**src/rtl/proc_pkg.sv**
```systemverilog
// Shared processor definitions: accumulator word width and word type.
package proc_pkg;
   localparam int unsigned WORD_W = 8;
   typedef logic [WORD_W-1:0] word_t;
endpackage

```
**src/rtl/out_fifo.sv**
```systemverilog
// out_fifo: storage array with read/write pointers and an occupancy count.
// Ports:
//   clk, rst   - clock, asynchronous active-high reset (clears storage too)
//   push, din  - write din at the write pointer (caller guarantees not full)
//   pop        - advance the read pointer (caller guarantees not empty)
//   dout       - entry at the read pointer
//   count      - number of entries held, 0..DEPTH
module out_fifo
   import proc_pkg::*;
#(
   parameter int unsigned DEPTH = 4,
   parameter int unsigned WIDTH = WORD_W
) (
   input  logic                     clk,
   input  logic                     rst,
   input  logic                     push,
   input  logic                     pop,
   input  logic [WIDTH-1:0]         din,
   output logic [WIDTH-1:0]         dout,
   output logic [$clog2(DEPTH):0]   count
);

   localparam int unsigned PW = $clog2(DEPTH);

   logic [WIDTH-1:0] mem [DEPTH];
   logic [PW-1:0]    wr_ptr;
   logic [PW-1:0]    rd_ptr;

   // Pointers are exactly log2(DEPTH) wide, so natural overflow is the
   // modulo-DEPTH wrap; full vs. empty is told apart by count alone.
   always_ff @(posedge clk or posedge rst) begin
      if (rst) begin
         for (int unsigned i = 0; i < DEPTH; i++) begin
            mem[i] <= '0;
         end
         wr_ptr <= '0;
         rd_ptr <= '0;
         count  <= '0;
      end else begin
         if (push) begin
            mem[wr_ptr] <= din;
            wr_ptr      <= wr_ptr + 1'b1;
         end
         if (pop) begin
            rd_ptr <= rd_ptr + 1'b1;
         end
         case ({push, pop})
            2'b10:   count <= count + 1'b1;
            2'b01:   count <= count - 1'b1;
            default: count <= count;
         endcase
      end
   end

   assign dout = mem[rd_ptr];

endmodule

```
**src/rtl/out_port.sv**
```systemverilog
// out_port: processor output port. OUT strobes (wr_en) capture the
// accumulator into a FIFO that drains over a valid/ready handshake.
// Ports:
//   clk, rst            - clock, asynchronous active-high reset
//   wr_en, ac_q         - OUT strobe and accumulator value to capture
//   full                - FIFO holds DEPTH entries; control must stall OUT
//   overflow            - sticky: a write was dropped while full
//   count               - entries currently queued
//   out_data, out_valid - head-of-queue byte and its valid flag
//   out_ready           - consumer accepts out_data on this edge
module out_port
   import proc_pkg::*;
#(
   parameter int unsigned DEPTH = 4,
   parameter int unsigned WIDTH = WORD_W
) (
   input  logic                     clk,
   input  logic                     rst,
   input  logic                     wr_en,
   input  logic [WIDTH-1:0]         ac_q,
   output logic                     full,
   output logic                     overflow,
   output logic [$clog2(DEPTH):0]   count,
   output logic [WIDTH-1:0]         out_data,
   output logic                     out_valid,
   input  logic                     out_ready
);

   localparam int unsigned CW = $clog2(DEPTH) + 1;

   logic push;
   logic pop;

   // Status comes only from registered count, so there is no path from
   // wr_en/out_ready to any output.
   assign out_valid = (count != '0);
   assign full      = (count == CW'(DEPTH));

   // Eligibility uses the pre-edge full: a write while full is dropped even
   // if a pop frees a slot on the same edge.
   assign push = wr_en & ~full;
   assign pop  = out_valid & out_ready;

   always_ff @(posedge clk or posedge rst) begin
      if (rst) begin
         overflow <= 1'b0;
      end else if (wr_en && full) begin
         overflow <= 1'b1;
      end
   end

   out_fifo #(
      .DEPTH (DEPTH),
      .WIDTH (WIDTH)
   ) u_fifo (
      .clk   (clk),
      .rst   (rst),
      .push  (push),
      .pop   (pop),
      .din   (ac_q),
      .dout  (out_data),
      .count (count)
   );

endmodule

```
**config.mk**
```make
export PLATFORM = sky130hd
export DESIGN_NAME = out_port
export DESIGN_NICKNAME = d
export VERILOG_FILES = /design/src/rtl/proc_pkg.sv /design/src/rtl/out_fifo.sv /design/src/rtl/out_port.sv
export SDC_FILE = /design/constraint.sdc
export NUM_CORES = 1
export LEC_CHECK = 0
export BUFFER_PORTS_ARGS = -buffer_cell sky130_fd_sc_hd__buf_2
export CORE_MARGIN = 2
export CORE_UTILIZATION = 50
export DETAILED_ROUTE_END_ITERATION = 8
export GPL_ROUTABILITY_DRIVEN = 0
export PLACE_DENSITY = 0.85
export SLEW_MARGIN = 20
export SYNTH_ARGS = -nofsm -noshare
export SYNTH_HDL_FRONTEND = slang
export SYNTH_SLANG_ARGS = --single-unit
```
**constraint.sdc**
```tcl
create_clock -name clk -period 1.9 [get_ports clk]
set_input_delay 0 -clock clk [delete_from_list [all_inputs] [get_ports clk]]
set_output_delay 0 -clock clk [all_outputs]
set_load 0.02 [all_outputs]
```
==> metrics.txt <==
status=finished, final reports clean; root buf cell=clkbuf_4; Fill cells=267; first-pass GRT wire length=5996 um; Crit path required time=2.18 ns; hold_sp=out_ready; arrival time at the worst endpoint=2.10 ns; H-tree depth=2; total CTS buffers=5; Antenna diodes=0; most frequent cells in the layout=dfrtp_1, mux2_2, buf_2; placed cells=196; max_cap viols=0; setup ws final=0.07824 ns; pre-CTS worst setup slack=0.02619 ns; number of global-route vias before repair=1273; synthesized area=1832 um^2; maximum clock frequency=0.5489 GHz; reg2reg start=u_fifo.count[0]; P_leak=1.022 nW; Util after Layout=66.56%; min-delay worst type=in -> reg; die span in x=64.53 um; WL/cell=16.25 um; Layout Nets=188; #FFs+latches synth=40; placed inst area=2101 um^2; pin count of the biggest net entering global routing=41; total gr overflow=0; GR Util All Layers=19.77%; Max rail drop VDD=0.001083 V; final-report setup violation count=0; clk_lat worst skew=0.34 ns; row cnt=21; number of antenna violations at the first check in global routing=0; WHS Path Cells=3; CTS Sinks=40; CP Class=reg -> reg; ANT nets after route=0; Syn Nets=135; crit end category=flop; clock skew=0.004602 ns; Tcrit/Tclk final=95.88%; CP Launch Type=flop; Pwr per Cell Area=1768 nW/um^2; flop2flop setup slack=0.08 ns; Fin. Hold Viols=0; post-synthesis sequential area ratio=54.64%; fin crit period=1.822 ns; most common library cell in the layout ignoring fill and taps=dfrtp_1; Detailed Routing Iterations Pass 1=3; die area=4163 um^2; Yosys Warn Count=0; Area Growth Syn to Fin=24.11%; Yosys cell types=19; Finished Layout Cells=217; share of cells above drive strength 1=57.31%; post-route DRC violation count=0; CTS clk-pin slew, worst paths=0.11 ns; CP max FO=4; R2R depth=8; reg2reg end=u_fifo.count[2]; IO Port Bufs=25; PostCTS Resize Cnt=0; CTS tree=done; RSZ-0062 raised after global routing=yes; initial core utilization=53.63%; Longest Clk Path Bufs=2; core footprint=3416 um^2; Tightest Pin Transition=0.5216 ns; Die Y=64.53 um; final WL=3527 um; fin. max-slew vios=0; vias post-DR=1117; Max-slew headroom=65.23%; Ports=26; DR iter-0 viols=38; Mean Syn Cell Area=15.66 um^2; Vias per Instance=5.147; post-DP HPWL=2403 um; post-route cell area=2273 um^2; Mapped Cells=117; end of the worst hold path=u_fifo.rd_ptr[0]
synthesized netlist by cell type:
| cell | count | area, um^2 |
|---|---|---|
| dfrtp_1 | 40 | 1001 |
| mux2_2 | 31 | 349.1 |
| mux4_2 | 8 | 180.2 |
| inv_1 | 6 | 22.52 |
| ha_1 | 5 | 62.56 |
| nand2_1 | 5 | 18.77 |
| nor2_2 | 4 | 25.02 |
| xnor2_1 | 3 | 26.28 |
| xor2_1 | 3 | 26.28 |
| buf_2 | 2 | 10.01 |
| mux2_1 | 2 | 22.52 |
| a21o_2 | 1 | 8.760 |
| fa_1 | 1 | 20.02 |
| mux2i_1 | 1 | 10.01 |
| nor2_1 | 1 | 3.750 |
| nor3b_4 | 1 | 18.77 |
| o31a_2 | 1 | 10.01 |
| or2b_2 | 1 | 8.760 |
| or3_2 | 1 | 7.510 |
stage by stage:
stage / TNS, ns / hold WS (ns) / power [W]
4_1_cts: 0 / 0.008293 / 0.004050
2_1_floorplan: -0.3681 / 0.1245 / 0.002999
6_report: 0 / 0.02061 / 0.004020
3_5_place_dp: 0 / 0.1431 / 0.003587
3_3_place_gp: 0 / 0.1315 / 0.003460
5_1_grt: -0.01887 / 0.01924 / 0.004296
layer usage:
metal	GRT usage (%)	vias up	part of all wire [%]
met5	0	-	0
met4	10.11	0	1.4
met3	4.167	5	2.8
met2	34.24	23	52
met1	23.23	568	43
li1	-	521	-
how the worst max path moves through the flow:
stage                                from         endpoint  slack, ns  cells past startpoint
final                     u_fifo.count[0]  u_fifo.count[2]       0.08                      8
after CTS                 u_fifo.count[0]  u_fifo.count[2]       0.03                      8
after global routing      u_fifo.count[0]  u_fifo.count[2]      -0.02                      8
after floorplan           u_fifo.count[0]  u_fifo.count[2]      -0.24                      8
after global placement    u_fifo.count[0]  u_fifo.count[2]       0.12                      8
after detailed placement  u_fifo.count[0]  u_fifo.count[2]       0.03                      8
critical path, cell delays in order (launching register included):
cell,delay (ns)
dfrtp_2,0.45
nor3b_4,0.22
or2b_4,0.16
ha_4,0.13
inv_2,0.04
fa_2,0.33
xor2_1,0.16
nor2_1,0.12
xor2_1,0.15
layout make-up:
class                           instances  area (um^2)  area share (%)
Inverter                                6        22.52          0.9906
Clock buffer                            7        45.04           1.981
Multi-Input combinational cell         69        815.8           35.88
Tap cell                               46        57.56           2.532
Clock inverter                          1        5.005          0.2201
Timing Repair Buffer                   48        322.8           14.20
Sequential cell                        40         1005           44.19
what timing repair did:
| item | CTS | global route |
|---|---|---|
| endpoints found under the setup margin | 1 | 1 |
| hold endpoints to repair | 73 | 0 |
| gates cloned | 0 | 0 |
| hold buffers | 10 | 0 |
| buffers inserted | 2 | 1 |
| pin swaps | 0 | 1 |
sequential cells by signal, summed over array words and instances (netlist names):
signal and flops:
overflow 1, u_fifo.rd_ptr 2, u_fifo.mem 32, u_fifo.wr_ptr 2, u_fifo.count 3
report_power, final:
part / switching, W / internal, W
logic: 0.000867 / 0.00109
clock network: 0.000268 / 0.000144
registers: 0.000352 / 0.00130
total: 0.00149 / 0.00253
cell families after synthesis:
family | Yosys count | share of synthesized area, %
DFF | 40 | 54.64
muxes | 42 | 30.67
adders and majority gates | 6 | 4.508
and+or+nand+nor | 13 | 4.508
xor gates and xnor gates | 6 | 2.869
AOI/OAI and AO/OA | 2 | 1.025
buffers and inverters | 8 | 1.776
Note: power is estimated with default switching activity, not from simulation.
